File: config.mk
export PLATFORM = sky130hd
export DESIGN_NAME = alu_pipe
export DESIGN_NICKNAME = d
export VERILOG_FILES = /design/src/rtl/alu_pipe.sv
export SDC_FILE = /design/constraint.sdc
export NUM_CORES = 1
export LEC_CHECK = 0
export CORE_MARGIN = 4
export CORE_UTILIZATION = 57
export CTS_CLUSTER_DIAMETER = 200
export CTS_CLUSTER_SIZE = 12
export DETAILED_ROUTE_END_ITERATION = 8
export GPL_TIMING_DRIVEN = 0
export MAX_ROUTING_LAYER = met4
export PLACE_DENSITY = 0.81
export SETUP_SLACK_MARGIN = 0.02
export SYNTH_ARGS = -nofsm -noshare
export SYNTH_HDL_FRONTEND = slang
export SYNTH_SLANG_ARGS = --single-unit
File: constraint.sdc
create_clock -name clk -period 3.15 [get_ports clk]
set_clock_uncertainty 0.05 [all_clocks]
set_input_delay 0.315 -clock clk [delete_from_list [all_inputs] [get_ports clk]]
set_output_delay 0.315 -clock clk [all_outputs]
set_load 0.005 [all_outputs]
File: src/rtl/alu_pipe.sv
// Two-stage pipelined integer ALU with valid/ready handshakes on both sides.
// Stage 1 captures operands on accept; stage 2 holds the result and flags for the sink.
module alu_pipe #(
  parameter int WIDTH = 8
) (
  input  logic             clk,
  input  logic             reset,
  input  logic             in_valid,
  output logic             in_ready,
  input  logic [WIDTH-1:0] a,
  input  logic [WIDTH-1:0] b,
  input  logic [2:0]       op,
  output logic             out_valid,
  input  logic             out_ready,
  output logic [WIDTH-1:0] result,
  output logic             flag_c,
  output logic             flag_z,
  output logic             flag_n,
  output logic             flag_v
);

  localparam int SHW = $clog2(WIDTH);

  typedef struct packed {
    logic [WIDTH-1:0] res;
    logic             c;
    logic             z;
    logic             n;
    logic             v;
  } alu_out_t;

  logic             s1_valid_r;
  logic [WIDTH-1:0] s1_a_r;
  logic [WIDTH-1:0] s1_b_r;
  logic [2:0]       s1_op_r;
  logic             adv1_s;
  logic             adv2_s;
  alu_out_t         alu_s;

  function automatic alu_out_t alu_eval(input logic [2:0]       f_op,
                                        input logic [WIDTH-1:0] f_a,
                                        input logic [WIDTH-1:0] f_b);
    alu_out_t         o;
    logic [WIDTH:0]   wide;
    o    = {($bits(alu_out_t)){1'b0}};
    wide = {(WIDTH+1){1'b0}};
    case (f_op)
      3'b000: begin
        wide  = {1'b0, f_a} + {1'b0, f_b};
        o.res = wide[WIDTH-1:0];
        o.c   = wide[WIDTH];
        o.v   = (f_a[WIDTH-1] == f_b[WIDTH-1]) && (o.res[WIDTH-1] != f_a[WIDTH-1]);
      end
      3'b001: begin
        // The extra top bit of the widened difference is the unsigned borrow.
        wide  = {1'b0, f_a} - {1'b0, f_b};
        o.res = wide[WIDTH-1:0];
        o.c   = wide[WIDTH];
        o.v   = (f_a[WIDTH-1] != f_b[WIDTH-1]) && (o.res[WIDTH-1] != f_a[WIDTH-1]);
      end
      3'b010:  o.res = f_a & f_b;
      3'b011:  o.res = f_a | f_b;
      3'b100:  o.res = f_a ^ f_b;
      3'b101:  o.res = f_a << f_b[SHW-1:0];
      3'b110:  o.res = f_a >> f_b[SHW-1:0];
      3'b111:  o.res = {{(WIDTH-1){1'b0}}, ($signed(f_a) < $signed(f_b))};
      default: o.res = {WIDTH{1'b0}};
    endcase
    o.z = (o.res == {WIDTH{1'b0}});
    o.n = o.res[WIDTH-1];
    return o;
  endfunction

  assign adv2_s   = ~out_valid | out_ready;
  assign adv1_s   = ~s1_valid_r | adv2_s;
  assign in_ready = adv1_s & ~reset;

  // Combinational ALU evaluation of the stage-1 operands.
  always_comb begin
    alu_s = alu_eval(s1_op_r, s1_a_r, s1_b_r);
  end

  // Stage 1: capture operands only on a real accept.
  always_ff @(posedge clk) begin
    if (reset) begin
      s1_valid_r <= 1'b0;
      s1_a_r     <= {WIDTH{1'b0}};
      s1_b_r     <= {WIDTH{1'b0}};
      s1_op_r    <= 3'b000;
    end else if (adv1_s) begin
      s1_valid_r <= in_valid;
      if (in_valid) begin
        s1_a_r  <= a;
        s1_b_r  <= b;
        s1_op_r <= op;
      end
    end
  end

  // Stage 2: result and flags, held stable while the sink stalls.
  always_ff @(posedge clk) begin
    if (reset) begin
      out_valid <= 1'b0;
      result    <= {WIDTH{1'b0}};
      flag_c    <= 1'b0;
      flag_z    <= 1'b0;
      flag_n    <= 1'b0;
      flag_v    <= 1'b0;
    end else if (adv2_s) begin
      out_valid <= s1_valid_r;
      if (s1_valid_r) begin
        result <= alu_s.res;
        flag_c <= alu_s.c;
        flag_z <= alu_s.z;
        flag_n <= alu_s.n;
        flag_v <= alu_s.v;
      end
    end
  end

endmodule

### Yosys cells after proc, flatten, opt, wreduce, memory -nomap -nowiden

Cells that the tools add are included.

* logic and storage cells: 44
* bits of input ports: 23
* flip-flop bits (word level): 33

* order comparisons: 1
* bitwise gates (word level): 9
* reductions and logical operators: 6
* add/subtract/negate cells: 2
* equal/unequal tests: 11
* muxes and demuxes: 3
* shifts and indexed selects: 2

Operators by type and width (count)
* case mux 8 bit (8 select lines): 1
* equality test 3 bit, second input constant: 4
* adder 8 x 8 -> 9 bit: 1
* subtractor 8 x 8 -> 9 bit: 1
* bitwise AND 8 bit: 1
* zero test 8 bit: 1
* < comparator 8 bit: 1
* bitwise OR 8 bit: 1
* left shift 8 x 3 -> 8 bit: 1
* >> shifter 8 x 3 -> 8 bit: 1
* bitwise XOR 8 bit: 1
* equality test 3 x 2 -> 1 bit, second input constant: 2
* case mux 1 bit (2 select lines): 2
* AND reduction 2 bit: 2
* equality test 3 x 1 -> 1 bit, second input constant: 1
* zero test 3 bit: 1
* inequality test 1 bit: 3
* inverter 1 bit: 3
* logical AND 1 bit: 2
* bitwise OR 1 bit: 2
* bitwise AND 1 bit: 1
* equality test 1 bit: 1

### Longest topological paths before layout

Gate-level depths: netlist of the first run.

* depth in word-level cells: 4
* gate-level depth with buffers: 11
* gate-level depth less buffers: 10

### Worst setup path before layout of the first run

Ideal clock, no wire load.

* kind: reg2reg
* start: register s1_b_r[1]
* end: register result[7]
* stages on the path, launching flop included: 12
* data arrival time: 2582 ps
* setup time: 65 ps
* buffers on the path: 2
* setup slack: 453 ps
* path through: dfxtp_1 buf_4 buf_6 inv_1 ha_1 o21bai_1 a211oi_1 a221oi_1 xor2_1 o311a_2 o31a_1 nor2_1

* longest elaborated chain between the ends: 2
* elaborated cells between the ends (all ways): 5
* classes of those cells: 2 x add/sub; 2 x shift; 1 x mux

RTL lines
* start: declaration: line 34 `logic [WIDTH-1:0] s1_b_r;`
* start signal: assignment: line 88 `s1_b_r <= {WIDTH{1'b0}};`
* subtractor 8 x 8 -> 9 bit, or another cell as far along: line 56 `wide = {1'b0, f_a} - {1'b0, f_b};`
* case mux 8 bit (8 select lines) (*): line 47 `case (f_op)`
* end signal: assignment: line 104 `result <= {WIDTH{1'b0}};`
* end signal: assignment: line 112 `result <= alu_s.res;`
* end: declaration: line 15 `output logic [WIDTH-1:0] result,`

Mark *: on every way between the ends. The rest lies on a longest branch, timed or not.
A chain may end at the register's enable or synchronous reset.

### Worst setup path after layout of the first run

Ends and elaborated chain as after synthesis.

==> flow_summary.json, run 1 <==
{
  "antenna_found_initial": 0,
  "power_leakage_nw": 1.37,
  "clkSinkCount": 32,
  "drtPass1Iterations": 5,
  "port_buffers": 35,
  "place_hpwl_mm": 6.59,
  "finalSetupViolations": 0,
  "place_congestion": 1.05,
  "ios": 37,
  "core_region_area_mm2": 0.00517,
  "synth_xor_area_frac": 0.0257,
  "grtUsageTotal": 0.280,
  "drt-total-wl_mm": 8.46,
  "viasPerCell": 6.05,
  "seq_area_frac_synth": 0.209,
  "ys_ff_latch": 32,
  "h-tree-depth": 2,
  "rows": 26,
  "drt_iter0_drc": 254,
  "wl_per_cell_um": 17.3,
  "yosys_warnings": 0,
  "cts_buffer_depth": 2,
  "grt_max_degree": 13,
  "synth_cells": 377,
  "hold_ws_ps": 163,
  "period_minus_slack_ps": 2910,
  "critical_path_class": "register to register",
  "ir_worst_vdd_mv": 0.281,
  "clock_latency_ps": 290,
  "synthArstFlopShare": 0,
  "busiest_layer": "met2",
  "start_util": 0.592,
  "synth_mux_area_frac": 0.0976,
  "grt-ovfl-total": 0,
  "cts_root_buffer": "clkbuf_8",
  "grt.met3_usage": 0.0532,
  "die_w_um": 81.3,
  "antenna_cells": 0,
  "utilization": 0.700,
  "synth_nets": 427,
  "drv_slew": 0,
  "cp-start-kind": "register",
  "grtUsageMet1": 0.354,
  "required_ps": 3330,
  "syn2layout_area_growth_pct": 18.2,
  "hold_violations": 0,
  "synth_area_mm2": 0.00306,
  "status": "complete, no violations",
  "fillers": 455,
  "drive_gt1_frac": 0.112,
  "fmax_mhz": 344,
  "pre_cts_ws_ps": -38.4,
  "grt_pass1_vias": 2780,
  "cts_inserted_buffers": 5,
  "die_h_um": 81.3,
  "clk_pin_slew_ps": 70,
  "grt_pass1_wl_mm": 13.7,
  "rsz0062_at_grt": "false",
  "endpoint_kind": "register",
  "syn_avg_cell_area_um2": 8.13,
  "finalCritPeriodShare": 0.924,
  "worst_slack_ps": 240,
  "mostFrequentLayoutCells": "nand2_1, a21oi_1, clkdlybuf4s50_1, dfxtp_1",
  "nNetsFinal": 469,
  "yosys.area_share.simple": 0.230,
  "synth_compound_area_frac": 0.222,
  "cts_tree": "built",
  "drc": 0,
  "synth_cell_types": 70,
  "power_density_mw_per_mm2": 352,
  "p_total_mw": 1.27,
  "path_max_fanout": 10,
  "layout_commonest_cell": "nand2_1",
  "final_antenna_net_count": 0,
  "worstMarginPinSlew_ps": 873,
  "synth_top_family_by_area": "simple AND/OR/NAND/NOR gates",
  "synth_fa_ha_area_frac": 0.115,
  "synthFlopType": "dfxtp_1",
  "hold_class": "input port to register",
  "relSlewSlack": 0.413,
  "arrival_ps": 3090,
  "post-cts-setup-buffers": 0,
  "vias": 2965,
  "grt_use_met2": 0.436,
  "maxCapViolations": 0,
  "synth_edf_count": 0,
  "dieArea_mm2": 0.00661
}
[registers in the layout, summed over array words and instances, names as in the netlist]
register / count
flag_c: 1
flag_v: 1
flag_z: 1
out_valid: 1
result: 8
s1_a_r: 8
s1_b_r: 8
s1_op_r: 3
s1_valid_r: 1
[final timing paths]
| kind | start | endpoint | slack (ps) | depth (start not counted) |
|---|---|---|---|---|
| setup / recovery | s1_b_r[1] | result[7] | 240 | 11 |
| hold / removal | reset | result[4] | 160 | 2 |
| setup reg to reg | s1_b_r[1] | result[7] | 240 | 11 |
| hold reg to reg | result[6] | result[6] | 410 | 2 |
[through the flow]
stage                     setup TNS, ps  area (µm²)  std cells
after detailed placement          -59.5        3500        482
after global placement            -40.9        3500        482
after CTS                             0        3620        490
after global routing                  0        3620        490
after floorplan                       0        3060        377
final                                 0        3620        490
[final cells by class]
class                   instances  area, µm²  share of cell area
multi-input cells             295       2120               0.587
inverters                      25       93.8              0.0259
repair buffers                 35        350              0.0967
plain buffers                  25        215              0.0594
clock inverters                 2       35.0             0.00967
clock buffers                   6       72.6              0.0200
well taps                      70       87.6              0.0242
flip-flops and latches         32        643               0.178
[kinds of logic after synthesis]
| logic type | after synthesis |
|---|---|
| adder cells (fa/ha/maj) | 27 |
| multiplexers | 17 |
| XOR/XNOR | 9 |
| flip-flops | 32 |
| buffers and inverters | 50 |
| AND/OR/NAND/NOR | 143 |
| AO/OA/AOI/OAI | 99 |
[routing by layer]
layer	share of wire	routed length [µm]	up-vias
met2	0.47	3940	111
met5	0	0	-
met1	0.44	3760	1405
li1	-	-	1423
met4	0.031	263	0
met3	0.059	499	26
[where the power goes]
group | total [mW] | switching, mW | internal, mW
Clock | 0.391 | 0.157 | 0.235
Sequential | 0.462 | 0.0333 | 0.429
Combinational | 0.421 | 0.219 | 0.202
Total | 1.27 | 0.409 | 0.865
[synth_stat cells, types with 3 or more instances]
cell       instances  area (µm²)
nor2_1            20        75.1
o22ai_1            3        18.8
and2_1             3        18.8
a21oi_1           39         195
nand2_1           67         251
clkbuf_8           7        96.3
a22oi_1            4        30.0
nor4_1             3        18.8
nand3_1            3        15.0
xnor2_1            5        43.8
clkbuf_1           8        30.0
xor2_1             4        35.0
a221oi_1           3        26.3
o21a_1             5        37.5
inv_1             25        93.8
buf_2              3        15.0
a2bb2oi_1          4        35.0
o211ai_1           4        30.0
nor2b_1            8        50.1
mux4_1             4         105
o21bai_1           3        22.5
ha_1              25         313
o21ai_0            8        40.0
nand2b_1           7        43.8
mux4_2             5         113
dfxtp_1           32         641
a211oi_1           3        22.5
nor3_1            12        60.1
buf_6              3        33.8
mux2i_1            7        70.1
[critical path, cell delays in order (launching register included)]
cell	delay [ps]
dfxtp_2	420
buf_4	220
buf_6	160
inv_1	90
ha_1	320
o21bai_2	210
a211oi_1	140
a221oi_2	360
xor2_1	120
o311a_2	390
o31a_1	300
nor2_1	80
[repair_timing]
| action | CTS | global route |
|---|---|---|
| endpoints found under the setup margin | 2 | 2 |
| hold buffers | 0 | 0 |
| resized for setup | 1 | 3 |
(Power assumes the default switching activity.)
==> inputs of run 2 (changes only) <==
REMOVE_ABC_BUFFERS = 1   (was not set)
==> run 2 against run 1 <==
Global-route usage is 3.7 points lower; worst hold slack better by 240 ps; count of clock-buffer cells in the layout down 1; highest routed layer unchanged.
==> flow_summary.json, run 2 (synthesis gave the netlist of run 1 again) <==
{
  "status": "complete, no violations",
  "nNetsFinal": 445,
  "utilization": 0.663,
  "switching_share": 0.324,
  "grt_pass1_vias": 2555,
  "die_h_um": 81.3,
  "clkSinkCount": 32,
  "endpoint_kind": "register",
  "cp-start-kind": "register",
  "finalSetupTns_ps": 0,
  "finalSetupViolations": 0,
  "drtPass1Iterations": 4,
  "die_w_um": 81.3,
  "rows": 26,
  "power_frac_seq": 0.384,
  "instances_no_fill": 466,
  "final_antenna_net_count": 0,
  "start_util": 0.592,
  "place_hpwl_mm": 5.44,
  "h-tree-depth": 2,
  "grtUsageTotal": 0.243,
  "cts_inserted_buffers": 5,
  "dieArea_mm2": 0.00661,
  "cts_tree": "built",
  "post-cts-setup-buffers": 0,
  "ctsHoldBuffers": 0,
  "worst_slack_ps": 179,
  "hold_ws_ps": 404,
  "clk_pin_slew_ps": 70,
  "dp.cells": 458,
  "drive_gt1_frac": 0.0833,
  "finalCritPeriodShare": 0.943,
  "grt_pass1_wl_mm": 12.2,
  "combPwrFrac": 0.294,
  "maxCapViolations": 0,
  "grt_max_degree": 35,
  "drt-total-wl_mm": 7.43,
  "antenna_cells": 0,
  "ir_worst_vdd_mv": 0.311,
  "worstMarginPinSlew_ps": 1170,
  "path_max_fanout": 25,
  "design_area_mm2": 0.00343,
  "pwr-share-clk": 0.322,
  "reg.largest.list": "result: 8 flops, s1_a_r: 8 flops, s1_b_r: 8 flops",
  "required_ps": 3300,
  "pre_cts_ws_ps": -280,
  "clock_latency_ps": 290,
  "p_total_mw": 1.25,
  "cts_buffer_depth": 2,
  "drv_slew": 0,
  "fmax_mhz": 337,
  "drt_iter0_drc": 232,
  "p_sw_uw": 404,
  "viasPerCell": 5.97,
  "vias": 2783,
  "grt-ovfl-total": 0,
  "cts_root_buffer": "clkbuf_8",
  "place_congestion": 1.02,
  "ios": 37,
  "wl_per_cell_um": 15.9,
  "hold_violations": 0,
  "mostFrequentLayoutCells": "nand2_1, a21oi_1, clkdlybuf4s50_1, dfxtp_1, inv_1",
  "place_area_mm2": 0.00330,
  "drc": 0,
  "port_buffers": 36,
  "arrival_ps": 3120,
  "power_density_mw_per_mm2": 364,
  "relSlewSlack": 0.220,
  "core_region_area_mm2": 0.00517,
  "period_minus_slack_ps": 2970,
  "antenna_found_initial": 0,
  "internal-power_uw": 843,
  "critical_path_class": "register to register",
  "hold_class": "register to register",
  "syn2layout_area_growth_pct": 12.0,
  "power_leakage_nw": 1.26,
  "layout_commonest_cell": "nand2_1"
}
run 2: metal layers:
layer	up-vias	part of all wire	global-route usage
met3	19	0.056	0.0466
met1	1290	0.47	0.324
met5	-	0	-
met4	0	0.027	0.0929
li1	1378	-	-
met2	96	0.45	0.363
run 2: worst paths after layout:
check                  start         to  slack [ps]  cells past startpoint
setup / recovery  s1_op_r[2]  result[6]         180                      7
hold / removal     result[3]  result[3]         400                      2
setup reg to reg  s1_op_r[2]  result[6]         180                      7
hold reg to reg    result[3]  result[3]         400                      2
run 2: what timing repair did:
item                                    4_1_cts  5_1_grt
endpoints found under the hold margin         0        0
gates resized for setup                       1        7
endpoints found under the setup margin        4        7
pin swaps                                     0        0
run 2: area by class of cell:
class / count / area, µm²
multi-input combinational: 295 / 2130
fill: 461 / 1740
sequential: 32 / 647
timing repair buffer: 36 / 360
inverter: 25 / 93.8
tap: 70 / 87.6
clock buffer: 5 / 68.8
clock inverter: 3 / 42.5
run 2: power by group through the flow:
stage	combinational [mW]	sequential [mW]	clock (mW)
floorplan	0.246	0.473	0
global placement	0.350	0.486	0
detailed placement	0.355	0.487	0
CTS	0.358	0.478	0.407
global route	0.403	0.485	0.428
finish	0.367	0.479	0.401
run 2: worst max-delay path, stage by stage (launching register included):
cell and delay, ps:
dfxtp_1 900, nor4bb_2 790, and2_0 230, a221o_1 140
nand2b_1 190, o211ai_1 130, or3_1 330, a21oi_1 120
